File: src/rtl/mmc1_pkg.sv
// Shared types and reset constants for the MMC1 cartridge mapper.
package mmc1_pkg;

    typedef enum logic [1:0] {
        REG_CONTROL = 2'd0,
        REG_CHR0    = 2'd1,
        REG_CHR1    = 2'd2,
        REG_PRG     = 2'd3
    } reg_idx_e;

    typedef enum logic [1:0] {
        MIR_ONE_LOW    = 2'd0,
        MIR_ONE_HIGH   = 2'd1,
        MIR_VERTICAL   = 2'd2,
        MIR_HORIZONTAL = 2'd3
    } mirror_e;

    typedef enum logic [1:0] {
        PRG_32K_A     = 2'd0,
        PRG_32K_B     = 2'd1,
        PRG_FIX_FIRST = 2'd2,
        PRG_FIX_LAST  = 2'd3
    } prg_mode_e;

    localparam logic [4:0] SHIFT_INIT   = 5'b10000;
    localparam logic [4:0] CONTROL_INIT = 5'h0C;

endpackage

File: src/rtl/mmc1_sync_edge.sv
// Multi-flop synchronizer for an asynchronous strobe with registered level and
// one-clock rise/fall events; also suits PPU_RD and SPI_CS.
module sync_edge #(
    parameter int SYNC_STAGES = 2
) (
    input  logic clk,
    input  logic rst,
    input  logic din,
    output logic level,
    output logic rise,
    output logic fall
);

    logic [SYNC_STAGES-1:0] sync_r;
    logic                   level_r;
    logic                   rise_r;
    logic                   fall_r;

    // Synchronizer chain plus edge detection against the previous level
    always_ff @(posedge clk) begin
        if (rst) begin
            sync_r  <= {SYNC_STAGES{1'b0}};
            level_r <= 1'b0;
            rise_r  <= 1'b0;
            fall_r  <= 1'b0;
        end else begin
            sync_r  <= {sync_r[SYNC_STAGES-2:0], din};
            level_r <= sync_r[SYNC_STAGES-1];
            rise_r  <= sync_r[SYNC_STAGES-1] & ~level_r;
            fall_r  <= ~sync_r[SYNC_STAGES-1] & level_r;
        end
    end

    assign level = level_r;
    assign rise  = rise_r;
    assign fall  = fall_r;

endmodule

File: src/rtl/mmc1_mapper.sv
// MMC1 mapper: serial register loading from CPU writes and registered
// PRG/CHR/nametable address translation.
module mmc1_mapper
    import mmc1_pkg::*;
#(
    parameter int SYNC_STAGES = 2
) (
    input  logic        clk,
    input  logic        rst,
    input  logic        m2,
    input  logic        cpu_rw,
    input  logic        romsel,
    input  logic [14:0] cpu_addr,
    input  logic [7:0]  cpu_data,
    input  logic [13:0] ppu_addr,
    output logic [17:0] prg_addr,
    output logic [16:0] chr_addr,
    output logic        ciram_a10,
    output logic        prg_ram_ce,
    output logic        reg_wr
);

    logic        m2_s, m2_rise_s, m2_fall_s;
    logic [14:0] hold_addr_r;
    logic [7:0]  hold_data_r;
    logic        hold_rw_r, hold_romsel_r;
    logic [4:0]  shift_r, control_r, chr0_r, chr1_r, prg_r;
    logic        rmw_r, reg_wr_r;
    logic [4:0]  commit_s;
    logic [17:0] prg_next_s, prg_addr_r;
    logic [16:0] chr_next_s, chr_addr_r;
    logic        ciram_next_s, ciram_r, ce_next_s, ce_r;
    logic        unused_s;

    sync_edge #(.SYNC_STAGES(SYNC_STAGES)) u_m2_sync (
        .clk   (clk),
        .rst   (rst),
        .din   (m2),
        .level (m2_s),
        .rise  (m2_rise_s),
        .fall  (m2_fall_s)
    );

    assign commit_s = {hold_data_r[0], shift_r[4:1]};
    assign unused_s = ^{m2_rise_s, hold_addr_r[12:0], hold_data_r[6:1], ppu_addr[13]};

    // Bus hold capture and the serial load state machine, evaluated on M2 fall
    always_ff @(posedge clk) begin
        if (rst) begin
            hold_addr_r   <= 15'h0;
            hold_data_r   <= 8'h0;
            hold_rw_r     <= 1'b0;
            hold_romsel_r <= 1'b0;
            shift_r       <= SHIFT_INIT;
            control_r     <= CONTROL_INIT;
            chr0_r        <= 5'h0;
            chr1_r        <= 5'h0;
            prg_r         <= 5'h0;
            rmw_r         <= 1'b0;
            reg_wr_r      <= 1'b0;
        end else begin
            reg_wr_r <= 1'b0;
            if (m2_s) begin
                hold_addr_r   <= cpu_addr;
                hold_data_r   <= cpu_data;
                hold_rw_r     <= cpu_rw;
                hold_romsel_r <= romsel;
            end
            if (m2_fall_s) begin
                if (!hold_romsel_r && !hold_rw_r) begin
                    if (hold_data_r[7]) begin
                        shift_r        <= SHIFT_INIT;
                        control_r[3:2] <= 2'b11;
                        rmw_r          <= 1'b1;
                    end else if (rmw_r) begin
                        // second write of a read-modify-write: dropped, not accepted
                        rmw_r <= 1'b0;
                    end else begin
                        rmw_r <= 1'b1;
                        if (shift_r[0]) begin
                            shift_r  <= SHIFT_INIT;
                            reg_wr_r <= 1'b1;
                            case (reg_idx_e'(hold_addr_r[14:13]))
                                REG_CONTROL: control_r <= commit_s;
                                REG_CHR0:    chr0_r    <= commit_s;
                                REG_CHR1:    chr1_r    <= commit_s;
                                REG_PRG:     prg_r     <= commit_s;
                                default:     prg_r     <= prg_r;
                            endcase
                        end else begin
                            shift_r <= {hold_data_r[0], shift_r[4:1]};
                        end
                    end
                end else begin
                    rmw_r <= 1'b0;
                end
            end
        end
    end

    // Address translation from the live bus and current bank registers
    always_comb begin
        prg_next_s   = 18'h0;
        chr_next_s   = 17'h0;
        ciram_next_s = 1'b0;
        case (prg_mode_e'(control_r[3:2]))
            PRG_FIX_FIRST: begin
                if (cpu_addr[14]) prg_next_s = {prg_r[3:0], cpu_addr[13:0]};
                else              prg_next_s = {4'h0, cpu_addr[13:0]};
            end
            PRG_FIX_LAST: begin
                if (cpu_addr[14]) prg_next_s = {4'hF, cpu_addr[13:0]};
                else              prg_next_s = {prg_r[3:0], cpu_addr[13:0]};
            end
            default: prg_next_s = {prg_r[3:1], cpu_addr[14:0]};
        endcase
        if (control_r[4]) chr_next_s = {(ppu_addr[12] ? chr1_r : chr0_r), ppu_addr[11:0]};
        else              chr_next_s = {chr0_r[4:1], ppu_addr[12:0]};
        case (mirror_e'(control_r[1:0]))
            MIR_ONE_LOW:    ciram_next_s = 1'b0;
            MIR_ONE_HIGH:   ciram_next_s = 1'b1;
            MIR_VERTICAL:   ciram_next_s = ppu_addr[10];
            MIR_HORIZONTAL: ciram_next_s = ppu_addr[11];
            default:        ciram_next_s = 1'b0;
        endcase
        ce_next_s = ~prg_r[4] & romsel & (cpu_addr[14:13] == 2'b11);
    end

    // Output registers: one clock from raw bus to memory address
    always_ff @(posedge clk) begin
        if (rst) begin
            prg_addr_r <= 18'h0;
            chr_addr_r <= 17'h0;
            ciram_r    <= 1'b0;
            ce_r       <= 1'b0;
        end else begin
            prg_addr_r <= prg_next_s;
            chr_addr_r <= chr_next_s;
            ciram_r    <= ciram_next_s;
            ce_r       <= ce_next_s;
        end
    end

    assign prg_addr   = prg_addr_r;
    assign chr_addr   = chr_addr_r;
    assign ciram_a10  = ciram_r;
    assign prg_ram_ce = ce_r;
    assign reg_wr     = reg_wr_r;

endmodule

File: config.mk
export PLATFORM = sky130hd
export DESIGN_NAME = mmc1_mapper
export DESIGN_NICKNAME = d
export VERILOG_FILES = /design/src/rtl/mmc1_pkg.sv /design/src/rtl/mmc1_sync_edge.sv /design/src/rtl/mmc1_mapper.sv
export SDC_FILE = /design/constraint.sdc
export NUM_CORES = 1
export LEC_CHECK = 0
export ABC_AREA = 0
export BUFFER_PORTS_ARGS = -buffer_cell sky130_fd_sc_hd__buf_2
export CAP_MARGIN = 20
export CORE_ASPECT_RATIO = 1.25
export CORE_MARGIN = 3
export CORE_UTILIZATION = 35
export DETAILED_ROUTE_END_ITERATION = 10
export GPL_TIMING_DRIVEN = 1
export MAX_ROUTING_LAYER = met4
export PLACE_DENSITY_LB_ADDON = 0.3
export SETUP_SLACK_MARGIN = 0.5
export SYNTH_ARGS = -nofsm -noshare
export SYNTH_HDL_FRONTEND = slang
export SYNTH_SLANG_ARGS = --single-unit
File: constraint.sdc
create_clock -name clk -period 1.6 [get_ports clk]
set_input_delay 0.24 -clock clk [delete_from_list [all_inputs] [get_ports clk]]
set_output_delay 0.24 -clock clk [all_outputs]
set_load 0.02 [all_outputs]
==> impl_results.md <==
- # IOs: 80
- Internal power: 2540 uW
- Post-CTS Hold Fix Bufs: 0
- Gate power share: 0.072
- CTS tree: yes
- Cell count after synthesis: between 200 and 250
- Startpoint types: flip-flop
- Share of layout cells above drive strength 1: 0.316
- Worst Setup End Kind: flip-flop
- Worst hold stages: 2
- DRC errors left: 0
- Largest cells by area after synthesis: dfxtp_1 57%, mux2i_1 10%, nor2b_1 7.3%, nand2b_1 6.1%, a21oi_1 2.9%
- Clock Power Share: 0.351
- Final wirelength: 4.82 mm
- Overflow after GRT: 0
- Filler Cell Count: ~740
- Worst-Skew Late Latency: around 0.34 ns
- Main combinational cell family by area after synthesis: simple AND/OR/NAND/NOR gates
- Die Footprint: 0.00846 sq mm
- Placeable core area: around 0.007 sq mm
- # setup viols final: 0
- Placed Area: ~0.0031 sq mm
- Post-CTS Setup Inserts: 0
- CP Class: reg2reg
- Vias per inst: between 4 and 5
- DIE HEIGHT: approximately 100 um
- Ant. Diodes: 0
- RSZ-0062 raised after global routing: yes
- Commonest non-fill, non-tap cell in the layout: buf_2
- Sink Count: 74
- Die X: 82.9 um
- VDD IR-drop max: about 0.52 mV
- Most frequent cells in the layout: 72 x buf_2, 69 x dfxtp_1, 30 x nor2b_1, 26 x mux2i_1, 25 x nand2b_1
- Final ANT Viol Nets: 0
- Pre-CTS WS: between 0.1 and 0.15 ns
- Post-Synth XOR/XNOR Area: 0
- CP Cell Sequence: nor3b_4 > and4b_2 > mux2i_1
- Total track usage: 0.126
- Drt pass-1 iters: 4
- Clk root buf: clkbuf_8
- CTS Buffer Depth: 2
- Synth Area per Inst: 10.5 sq um
- Initial Util: 0.366
- GP Congestion: between 0.7 and 0.8
- HP Class: in2reg
- Reg2Reg Depth: 3
- LEAKAGE: between 0.001 and 0.0015 uW
- Maximum fanout along the worst path: 5
- Yosys top cell area share: 0.573
- Post-synthesis adder-cell area fraction: 0
- Pwr dens: approximately 1000 mW/mm^2
- Number of CTS-inserted buffers: 9
- Share of power burned in registers: 0.577
- Antenna violations before repair: 0
- Post-synth top area cell: dfxtp_1
- Post-synthesis compound-gate area fraction: 0.0615
- Hpwl dp: roughly 3.5 mm
- Total number of vias: between 1500 and 2000
- Crit-path max cell delay: 0.38 ns
- Post-Synth Simple-Gate Area: 0.237
- Post-Layout Cell Count: ~420
- Status: complete, no violations
- Hold Violations, Final: 0
- Initial drt markers: between 90 and 100
- Final setup margin: ~0.3 ns
- Worst Max-Slew Pin Slew: between 0.3 and 0.4 ns
- Area growth syn-to-layout: 24.9%
- Cell Rows: 34
- Post-Synthesis Net Count: about 290
- Post-Syn Area: between 0.002 and 0.003 sq mm
- H-tree levels: 3
- Slew HR: 0.742
- Slowest-stage cell, CP: and4b_2
- Req. time, crit path: roughly 1.9 ns
- Yosys warning total: 0
- Post-synthesis sequential area ratio: 0.573
- Switching share of power: 0.232
- Final net count: roughly 360
- Net switching power: 767 uW
- Period Utilization, post-route: 0.817
- Setup TNS: 0 ns
- Largest net degree at the start of global routing: 24
- Mux contribution to synthesized area: 0.101
- Clock-pin slew on the worst setup and hold paths: around 0.070 ns
- Synth cell types: 30
- Min Tclk post-route: roughly 1.3 ns
- Post-route cell area: approximately 0.0032 sq mm
- Wire length per cell: 11.6 um
- Fmax: approximately 770 MHz
- Critical Path AT: approximately 1.6 ns
- Placed cells: between 400 and 500
- Clk_skew: a little under 0.006 ns
- First-pass GRT wire length: 8.25 mm
- Final Max Slew Viols: 0
- Synth Register Bits: 74
- Max Cap Viol: 0
- Vias in the first global route: approximately 1900
- Port bufs: 72
==> per-layer routing <==
layer	global-route usage	vias to the layer above	part of all wire
met5	-	-	0
met4	0.0792	0	0.023
met3	0.0323	9	0.051
met2	0.203	52	0.48
met1	0.141	858	0.45
li1	-	973	-
==> metrics by stage <==
stage	hold slack [ns]	power [uW]	utilization
detailed placement	0.408	2190	0.434
finish	0.108	3310	0.457
global route	0.105	3470	0.457
floorplan	0.366	2090	-
global placement	0.395	2190	0.434
CTS	0.0879	3380	0.457
==> area by class of cell <==
type	count	area, sq um	area share
repair buffers	78	418	0.129
flip-flops and latches	74	1490	0.462
multi-input cells	157	1050	0.325
clock buffers	11	131	0.0407
clock inverters	4	20.0	0.00620
well taps	90	113	0.0349
inverters	2	7.51	0.00233
==> cells by family (layout without fill, tap and decap cells) <==
group                  after synthesis  after routing
AND/OR/NAND/NOR                    102            102
buffers and inverters               16             95
multiplexers                        26             26
flip-flops                          74             74
AO/OA/AOI/OAI                       29             29
==> state kept, by name (all words and copies together), names as in the netlist <==
name	count
hold_romsel_r	1
chr_addr	17
shift_r	5
prg_ram_ce	1
ciram_a10	1
chr0_r	5
u_m2_sync.level	1
u_m2_sync.sync_r	2
hold_rw_r	1
chr1_r	5
prg_addr	18
rmw_r	1
hold_data_r	2
u_m2_sync.fall	1
prg_r	5
reg_wr	1
control_r	5
hold_addr_r	2
==> critical path, delay by kind of cell, from the launching register on <==
family / cells / cell delay, ns
and+or+nand+nor: 2 / 0.68
muxes: 1 / 0.21
DFF: 1 / 0.34
==> synthesized netlist by cell type <==
cell / n
buf_4: 2
nand3b_1: 1
a2bb2oi_1: 1
nand2b_1: 25
nor3_1: 1
nand3_1: 6
nor2_1: 14
and4b_1: 1
inv_1: 2
o211ai_1: 1
nor4b_1: 1
or3b_1: 1
o21bai_1: 1
a21oi_1: 15
buf_2: 3
nor2b_1: 30
nand2_1: 11
nor3b_2: 1
clkbuf_1: 8
o21ai_0: 9
nor3b_1: 2
nand4b_2: 1
a211oi_1: 2
dfxtp_1: 74
nand4_2: 1
buf_1: 1
nor3b_4: 1
mux2i_1: 26
and2_1: 1
nand4_1: 4
==> power by group through the flow <==
stage / logic (uW) / clock network (uW) / registers, uW
global route: 264 / 1300 / 1910
detailed placement: 244 / 0 / 1950
CTS: 244 / 1220 / 1910
global placement: 239 / 0 / 1950
floorplan: 84.1 / 0 / 2000
finish: 240 / 1160 / 1910
==> final timing paths <==
kind                                          start             end  slack [ns]
worst max-delay path                  hold_romsel_r       chr1_r[0]        0.29
worst min-delay path                    ppu_addr[7]     chr_addr[7]        0.11
worst max register to register        hold_romsel_r       chr1_r[0]        0.29
worst min register to register  u_m2_sync.sync_r[1]  u_m2_sync.fall        0.41
==> what timing repair did <==
action / in CTS / in global routing
setup endpoints to repair: 27 / 27
resized for setup: 6 / 2
cloned: 0 / 0
pin swaps: 1 / 5
Note: power is estimated with default switching activity, not from simulation.
